$ cat config.mk
export PLATFORM = sky130hd
export DESIGN_NAME = mem_arbiter_flat
export DESIGN_NICKNAME = d
export VERILOG_FILES = /design/src/rtl/mem_arbiter_if.sv /design/src/rtl/mem_arbiter.sv /design/src/flat_wrapper.sv
export SDC_FILE = /design/constraint.sdc
export NUM_CORES = 1
export LEC_CHECK = 0
export ABC_AREA = 1
export ABC_CLOCK_PERIOD_IN_PS = 2000
export CORE_ASPECT_RATIO = 1.25
export CORE_MARGIN = 5
export CORE_UTILIZATION = 42
export DETAILED_ROUTE_END_ITERATION = 8
export PLACE_DENSITY = 0.81
export SLEW_MARGIN = 20
export SYNTH_ARGS = -nofsm -noshare
export SYNTH_HDL_FRONTEND = slang
export SYNTH_SLANG_ARGS = --single-unit
export TNS_END_PERCENT = 100
$ cat constraint.sdc
create_clock -name clk -period 2 [get_ports clk]
set_input_delay 0.3 -clock clk [delete_from_list [all_inputs] [get_ports clk]]
set_output_delay 0.3 -clock clk [all_outputs]
set_load 0.1 [all_outputs]
$ cat src/rtl/mem_arbiter_if.sv
// Requester A/B, memory-side and status signals of the two-port memory arbiter.
// The arbiter takes the slave view; the requesters/memory side take the master view.
interface mem_arbiter_if;
  logic        a_req, a_we, a_word, a_ack, a_err;
  logic [15:0] a_addr, a_wdata, a_rdata;
  logic        b_req, b_we, b_word, b_ack, b_err;
  logic [15:0] b_addr, b_wdata, b_rdata;
  logic        mem_wr_enable, mem_rd_enable, mem_word;
  logic [15:0] mem_addr, mem_wdata, mem_rdata;
  logic        busy;

  modport slave (
    input  a_req, a_we, a_word, a_addr, a_wdata,
    input  b_req, b_we, b_word, b_addr, b_wdata,
    input  mem_rdata,
    output a_ack, a_err, a_rdata, b_ack, b_err, b_rdata,
    output mem_wr_enable, mem_rd_enable, mem_word, mem_addr, mem_wdata, busy
  );

  modport master (
    output a_req, a_we, a_word, a_addr, a_wdata,
    output b_req, b_we, b_word, b_addr, b_wdata,
    output mem_rdata,
    input  a_ack, a_err, a_rdata, b_ack, b_err, b_rdata,
    input  mem_wr_enable, mem_rd_enable, mem_word, mem_addr, mem_wdata, busy
  );
endinterface

$ cat src/rtl/mem_arbiter.sv
// Two-requester memory arbiter: fixed priority A over B with a starvation guard for B,
// one transaction per IDLE -> ISSUE -> DONE pass.
module mem_arbiter #(
  parameter int MEM_BYTES    = 1024,
  parameter int STARVE_LIMIT = 3
) (
  input logic          clk,
  input logic          reset_n,
  mem_arbiter_if.slave bus
);
  typedef enum logic [1:0] {IDLE = 2'd0, ISSUE = 2'd1, DONE = 2'd2} state_t;

  localparam logic [16:0] LIM  = 17'(MEM_BYTES);
  localparam logic [2:0]  SLIM = 3'(STARVE_LIMIT);

  state_t      r_state, w_next;
  logic [2:0]  r_starve;
  logic        r_cmd_b, r_cmd_we, r_cmd_word, r_cmd_err;
  logic [15:0] r_cmd_addr, r_cmd_wdata;
  logic        r_wr_en, r_rd_en, r_a_ack, r_a_err, r_b_ack, r_b_err;
  logic [15:0] r_a_rdata, r_b_rdata;

  logic        w_any, w_pick_b, w_we, w_word, w_err;
  logic [15:0] w_addr, w_wdata;
  logic        w_wr_nxt, w_rd_nxt, w_a_ack_nxt, w_a_err_nxt, w_b_ack_nxt, w_b_err_nxt;
  logic [15:0] w_a_rdata, w_b_rdata;

  assign w_any    = bus.a_req | bus.b_req;
  assign w_pick_b = bus.b_req & (~bus.a_req | (r_starve == SLIM));
  assign w_we     = w_pick_b ? bus.b_we    : bus.a_we;
  assign w_word   = w_pick_b ? bus.b_word  : bus.a_word;
  assign w_addr   = w_pick_b ? bus.b_addr  : bus.a_addr;
  assign w_wdata  = w_pick_b ? bus.b_wdata : bus.a_wdata;
  // A 16-bit access at the last byte would run off the end of memory.
  assign w_err    = ({1'b0, w_addr} >= LIM) | (w_word & ({1'b0, w_addr} == LIM - 17'd1));

  always_ff @(posedge clk or negedge reset_n) begin
    if (!reset_n) begin
      r_state     <= IDLE;
      r_starve    <= '0;
      r_cmd_b     <= 1'b0;
      r_cmd_we    <= 1'b0;
      r_cmd_word  <= 1'b0;
      r_cmd_err   <= 1'b0;
      r_cmd_addr  <= '0;
      r_cmd_wdata <= '0;
      r_wr_en     <= 1'b0;
      r_rd_en     <= 1'b0;
      r_a_ack     <= 1'b0;
      r_a_err     <= 1'b0;
      r_b_ack     <= 1'b0;
      r_b_err     <= 1'b0;
      r_a_rdata   <= '0;
      r_b_rdata   <= '0;
    end else begin
      r_state   <= w_next;
      r_wr_en   <= w_wr_nxt;
      r_rd_en   <= w_rd_nxt;
      r_a_ack   <= w_a_ack_nxt;
      r_a_err   <= w_a_err_nxt;
      r_b_ack   <= w_b_ack_nxt;
      r_b_err   <= w_b_err_nxt;
      r_a_rdata <= w_a_rdata;
      r_b_rdata <= w_b_rdata;
      if (r_state == IDLE && w_any) begin
        r_cmd_b     <= w_pick_b;
        r_cmd_we    <= w_we;
        r_cmd_word  <= w_word;
        r_cmd_err   <= w_err;
        r_cmd_addr  <= w_addr;
        r_cmd_wdata <= w_wdata;
        if (w_pick_b || !bus.b_req) r_starve <= '0;
        else if (r_starve != SLIM)  r_starve <= r_starve + 3'd1;
      end
    end
  end

  always_comb begin
    w_next = r_state;
    case (r_state)
      IDLE:    if (w_any) w_next = ISSUE;
      ISSUE:   w_next = DONE;
      DONE:    w_next = IDLE;
      default: w_next = IDLE;
    endcase
  end

  // Next values of the registered outputs; read data is passed through live in DONE
  // because the memory only presents it in that cycle, then held by r_*_rdata.
  always_comb begin
    w_wr_nxt    = 1'b0;
    w_rd_nxt    = 1'b0;
    w_a_ack_nxt = 1'b0;
    w_a_err_nxt = 1'b0;
    w_b_ack_nxt = 1'b0;
    w_b_err_nxt = 1'b0;
    w_a_rdata   = r_a_rdata;
    w_b_rdata   = r_b_rdata;
    case (r_state)
      IDLE: if (w_any) begin
        w_wr_nxt = w_we & ~w_err;
        w_rd_nxt = ~w_we & ~w_err;
      end
      ISSUE: begin
        w_a_ack_nxt = ~r_cmd_b;
        w_a_err_nxt = ~r_cmd_b & r_cmd_err;
        w_b_ack_nxt = r_cmd_b;
        w_b_err_nxt = r_cmd_b & r_cmd_err;
      end
      DONE: if (!r_cmd_we) begin
        if (r_cmd_b) w_b_rdata = r_cmd_err ? 16'h0000 : bus.mem_rdata;
        else         w_a_rdata = r_cmd_err ? 16'h0000 : bus.mem_rdata;
      end
      default: ;
    endcase
  end

  assign bus.mem_wr_enable = r_wr_en;
  assign bus.mem_rd_enable = r_rd_en;
  assign bus.mem_addr      = r_cmd_addr;
  assign bus.mem_wdata     = r_cmd_wdata;
  assign bus.mem_word      = r_cmd_word;
  assign bus.a_ack         = r_a_ack;
  assign bus.a_err         = r_a_err;
  assign bus.a_rdata       = w_a_rdata;
  assign bus.b_ack         = r_b_ack;
  assign bus.b_err         = r_b_err;
  assign bus.b_rdata       = w_b_rdata;
  assign bus.busy          = (r_state != IDLE);
endmodule

$ cat src/flat_wrapper.sv
// flat-port wrapper written by rule: the top's interface ports become plain ports
module mem_arbiter_flat 
#(
  parameter int MEM_BYTES    = 1024,
  parameter int STARVE_LIMIT = 3
)
  (clk, reset_n, bus_a_req, bus_a_we, bus_a_word, bus_a_addr, bus_a_wdata, bus_b_req, bus_b_we, bus_b_word, bus_b_addr, bus_b_wdata, bus_mem_rdata, bus_a_ack, bus_a_err, bus_a_rdata, bus_b_ack, bus_b_err, bus_b_rdata, bus_mem_wr_enable, bus_mem_rd_enable, bus_mem_word, bus_mem_addr, bus_mem_wdata, bus_busy);
  mem_arbiter_if bus_i ();
  input logic clk;
  input logic reset_n;
  input wire logic [$bits(bus_i.a_req)-1:0] bus_a_req;
  input wire logic [$bits(bus_i.a_we)-1:0] bus_a_we;
  input wire logic [$bits(bus_i.a_word)-1:0] bus_a_word;
  input wire logic [$bits(bus_i.a_addr)-1:0] bus_a_addr;
  input wire logic [$bits(bus_i.a_wdata)-1:0] bus_a_wdata;
  input wire logic [$bits(bus_i.b_req)-1:0] bus_b_req;
  input wire logic [$bits(bus_i.b_we)-1:0] bus_b_we;
  input wire logic [$bits(bus_i.b_word)-1:0] bus_b_word;
  input wire logic [$bits(bus_i.b_addr)-1:0] bus_b_addr;
  input wire logic [$bits(bus_i.b_wdata)-1:0] bus_b_wdata;
  input wire logic [$bits(bus_i.mem_rdata)-1:0] bus_mem_rdata;
  output wire logic [$bits(bus_i.a_ack)-1:0] bus_a_ack;
  output wire logic [$bits(bus_i.a_err)-1:0] bus_a_err;
  output wire logic [$bits(bus_i.a_rdata)-1:0] bus_a_rdata;
  output wire logic [$bits(bus_i.b_ack)-1:0] bus_b_ack;
  output wire logic [$bits(bus_i.b_err)-1:0] bus_b_err;
  output wire logic [$bits(bus_i.b_rdata)-1:0] bus_b_rdata;
  output wire logic [$bits(bus_i.mem_wr_enable)-1:0] bus_mem_wr_enable;
  output wire logic [$bits(bus_i.mem_rd_enable)-1:0] bus_mem_rd_enable;
  output wire logic [$bits(bus_i.mem_word)-1:0] bus_mem_word;
  output wire logic [$bits(bus_i.mem_addr)-1:0] bus_mem_addr;
  output wire logic [$bits(bus_i.mem_wdata)-1:0] bus_mem_wdata;
  output wire logic [$bits(bus_i.busy)-1:0] bus_busy;
  assign bus_i.a_req = bus_a_req;
  assign bus_i.a_we = bus_a_we;
  assign bus_i.a_word = bus_a_word;
  assign bus_i.a_addr = bus_a_addr;
  assign bus_i.a_wdata = bus_a_wdata;
  assign bus_i.b_req = bus_b_req;
  assign bus_i.b_we = bus_b_we;
  assign bus_i.b_word = bus_b_word;
  assign bus_i.b_addr = bus_b_addr;
  assign bus_i.b_wdata = bus_b_wdata;
  assign bus_i.mem_rdata = bus_mem_rdata;
  assign bus_a_ack = bus_i.a_ack;
  assign bus_a_err = bus_i.a_err;
  assign bus_a_rdata = bus_i.a_rdata;
  assign bus_b_ack = bus_i.b_ack;
  assign bus_b_err = bus_i.b_err;
  assign bus_b_rdata = bus_i.b_rdata;
  assign bus_mem_wr_enable = bus_i.mem_wr_enable;
  assign bus_mem_rd_enable = bus_i.mem_rd_enable;
  assign bus_mem_word = bus_i.mem_word;
  assign bus_mem_addr = bus_i.mem_addr;
  assign bus_mem_wdata = bus_i.mem_wdata;
  assign bus_busy = bus_i.busy;
  mem_arbiter #(.MEM_BYTES(MEM_BYTES), .STARVE_LIMIT(STARVE_LIMIT)) u_core (.clk(clk), .reset_n(reset_n), .bus(bus_i));
endmodule
==> impl_metrics.py <==
metrics = {
    "outcome": {
        "status": "finished with violations",
        "violations": "negative setup slack",
    },
    "detailed_routing": {
        "first_pass_iters": 4,
        "wl_per_cell_um": 16.8,
        "drc": 0,
        "dr_total_vias": 3310,
        "ant_nets": 0,
        "totalWireLength_um": 11000,
        "first_iter_violations": 125,
        "vias_per_cell": 5.05,
    },
    "logic_synthesis": {
        "syn_nets": 457,
        "yosysWarnings": 0,
        "synthCells": 367,
        "syn_area_mm2": 0.00353,
        "synth_seq_cells": 79,
        "ys_types": 26,
        "seq_area_frac_synth": 0.560,
        "syn_area_per_cell_um2": 9.62,
    },
    "sta": {
        "min_period_over_period": 1.10,
        "fmax_mhz": 456,
        "setup_viol": 32,
        "hold_violations": 0,
        "worstMarginPinSlew_ns": 0.462,
        "finalMaxSlewViolations": 0,
        "rsz0062_at_grt": "yes",
        "skew_ns": 0.00631,
        "period_needed_ns": 2.19,
        "fin_setup_tns_ns": -4.73,
        "timing.hold.ws_ns": 0.452,
        "relSlewSlack": 0.692,
        "setup_slack_ns": -0.194,
    },
    "pwr": {
        "total_power_uw": 9530,
        "p_sw_frac": 0.542,
        "p_leak_uw": 0.00290,
        "power.switching_uw": 5160,
        "seq_power_share": 0.246,
        "p_int_uw": 4360,
        "pwr-share-comb": 0.614,
        "irDropWorstVdd_v": 0.00127,
        "clkPwrFrac": 0.140,
        "power_density_mw_per_mm2": 1560,
    },
    "job": {
        "maxCapViolations": 0,
    },
    "global_route": {
        "grt_pass1_wl_um": 17300,
        "gr-total-overflow": 0,
        "grt_usage": 0.213,
        "grt_max_degree": 47,
        "first_global_vias": 3560,
        "antenna_found_initial": 0,
    },
    "floorplanning": {
        "die_area_mm2": 0.0104,
        "start_util": 0.428,
        "coreArea_mm2": 0.00824,
        "io_pins": 160,
        "die_h_um": 113,
        "num_rows": 37,
        "die_width_um": 92.0,
    },
    "clock_network": {
        "clock_sinks": 79,
        "cts-root-buf": "clkbuf_8",
        "cts_made_buffers": 9,
        "cts_buffer_depth": 2,
        "clk_latency_ns": 0.35,
        "tritoncts": "built",
        "htreeDepth": 3,
        "clkTransAtPathRegs_ns": 0.08,
    },
    "final_layout": {
        "drive_gt1_frac": 0.299,
        "nets": 644,
        "num-fill-cells": 569,
        "n_antenna_cell": 0,
        "final_cell_area_mm2": 0.00609,
        "area_delta_synth_final_pct": 72.4,
        "fin_cells": 656,
    },
    "worst_setup_path": {
        "endpoint_kind": "output port",
        "crit_required_ns": 1.70,
        "reg2reg_depth": 12,
        "cp_max_fo": 7,
        "reg2reg_setup_slack_ns": 0.15,
        "start_kind": "flop",
        "arrival_ns": 1.89,
        "critical_path_class": "flop to output port",
    },
    "placed_design": {
        "gp_congestion": 0.835,
        "hpwl_um": 7700,
        "placedInstanceArea_mm2": 0.00552,
        "place_inst": 619,
        "port_buffers": 159,
    },
    "worst_hold_path": {
        "min_path_type": "input port to asynchronous set/reset pin",
    },
}
-- registers in the layout, indices dropped and copies added (netlist names) --
name,count
u_core.bus.a_ack,1
u_core.bus.a_err,1
u_core.bus.b_ack,1
u_core.bus.b_err,1
u_core.bus.mem_addr,16
u_core.bus.mem_rd_enable,1
u_core.bus.mem_wdata,16
u_core.bus.mem_word,1
u_core.bus.mem_wr_enable,1
u_core.r_a_rdata,16
u_core.r_b_rdata,16
u_core.r_cmd_b,1
u_core.r_cmd_err,1
u_core.r_cmd_we,1
u_core.r_starve,3
u_core.r_state,2
-- metal layers --
metal	track usage	up-vias	routed length [µm]
li1	-	1571	-
met5	0	-	0
met4	0.0932	0	329
met2	0.387	117	5970
met3	0.0476	25	565
met1	0.237	1597	4170
-- power groups by stage --
stage	logic, µW	registers [µW]	clock network (µW)
floorplan	1480	4920	0
global placement	5540	2350	0
detailed placement	5600	2360	0
CTS	5850	2340	1360
global route	6060	2410	1430
finish	5850	2350	1330
-- cells by family (layout without fill, tap and decap cells) --
logic type                 Yosys count  count (layout)  share of synthesized area
buffers and inverters               48             239                     0.0631
DFF                                 79              79                      0.560
AOI/OAI and AO/OA                   60              60                     0.0936
muxes                               32              32                      0.102
and+or+nand+nor                    146             147                      0.174
adders and majority gates            2               2                    0.00709
-- area by class of cell --
| type | count | area [µm²] | share of cell area |
|---|---|---|---|
| inverters | 30 | 115 | 0.0189 |
| flip-flops and latches | 79 | 1980 | 0.325 |
| well taps | 97 | 121 | 0.0199 |
| repair buffers | 193 | 2160 | 0.355 |
| clock buffers | 13 | 159 | 0.0261 |
| multi-input cells | 241 | 1490 | 0.245 |
| clock inverters | 3 | 65.1 | 0.0107 |
-- worst max-delay path, cell delays in order, from the launching register on --
cell and delay (ns):
dfrtp_2 0.38, buf_4 0.12, inv_4 0.04, nor3_4 0.22
buf_6 0.14, buf_12 0.13, mux2_4 0.33, buf_12 0.17
-- per-stage QoR --
stage	util	setup WS, ns
finish	0.739	-0.194
global route	0.739	-0.256
CTS	0.737	-0.182
detailed placement	0.670	0.0649
global placement	0.670	0.101
floorplan	-	0.119
-- final timing paths --
kind,endpoint,from
max in group asynchronous,u_core.r_cmd_b$_DFFE_PN0P_,reset_n
min reg2reg,u_core.bus.mem_wdata[3]$_DFFE_PN0P_,u_core.bus.mem_wdata[3]$_DFFE_PN0P_
min,u_core.bus.mem_wdata[0]$_DFFE_PN0P_,reset_n
max,bus_b_rdata[1],u_core.r_cmd_b$_DFFE_PN0P_
min in group clk,u_core.bus.mem_wdata[3]$_DFFE_PN0P_,u_core.bus.mem_wdata[3]$_DFFE_PN0P_
max reg2reg,u_core.bus.mem_rd_enable$_DFF_PN0_,u_core.r_starve[0]$_DFFE_PN0P_
-- timing repair --
item	4_1_cts	5_1_grt
gates resized for setup	43	7
gates cloned	2	1
endpoints found under the hold margin	33	0
hold buffers	1	0
setup buffers	15	4
endpoints found under the setup margin	32	35
pin swaps	1	1
-- Yosys cell counts, drive strengths merged --
master / instances / area share
a21boi: 1 / 0.0053
a21oi: 1 / 0.0014
a31oi: 12 / 0.021
buf: 13 / 0.026
clkbuf: 5 / 0.0053
dfrtp: 79 / 0.56
ha: 2 / 0.0071
inv: 30 / 0.032
mux2: 32 / 0.10
nand2: 66 / 0.073
nand3: 12 / 0.017
nand4: 1 / 0.0018
nor2: 61 / 0.067
nor3: 4 / 0.012
o21ai: 45 / 0.064
o22ai: 1 / 0.0018
or2: 2 / 0.0035
-- cells in the final DEF, fill, tap and decap left out, types with 3 or more instances in the layout --
cell              n
buf_4            61
nand2_1          63
nor2_1           58
a31oi_1          12
buf_6             8
mux2_4           32
o21ai_1          18
inv_2             3
buf_12           37
inv_1            26
o21ai_0          27
dfrtp_1          78
clkdlybuf4s50_1  86
nand2_4           3
clkbuf_8         11
nand3_1          12
Note: power is estimated with default switching activity, not from simulation.
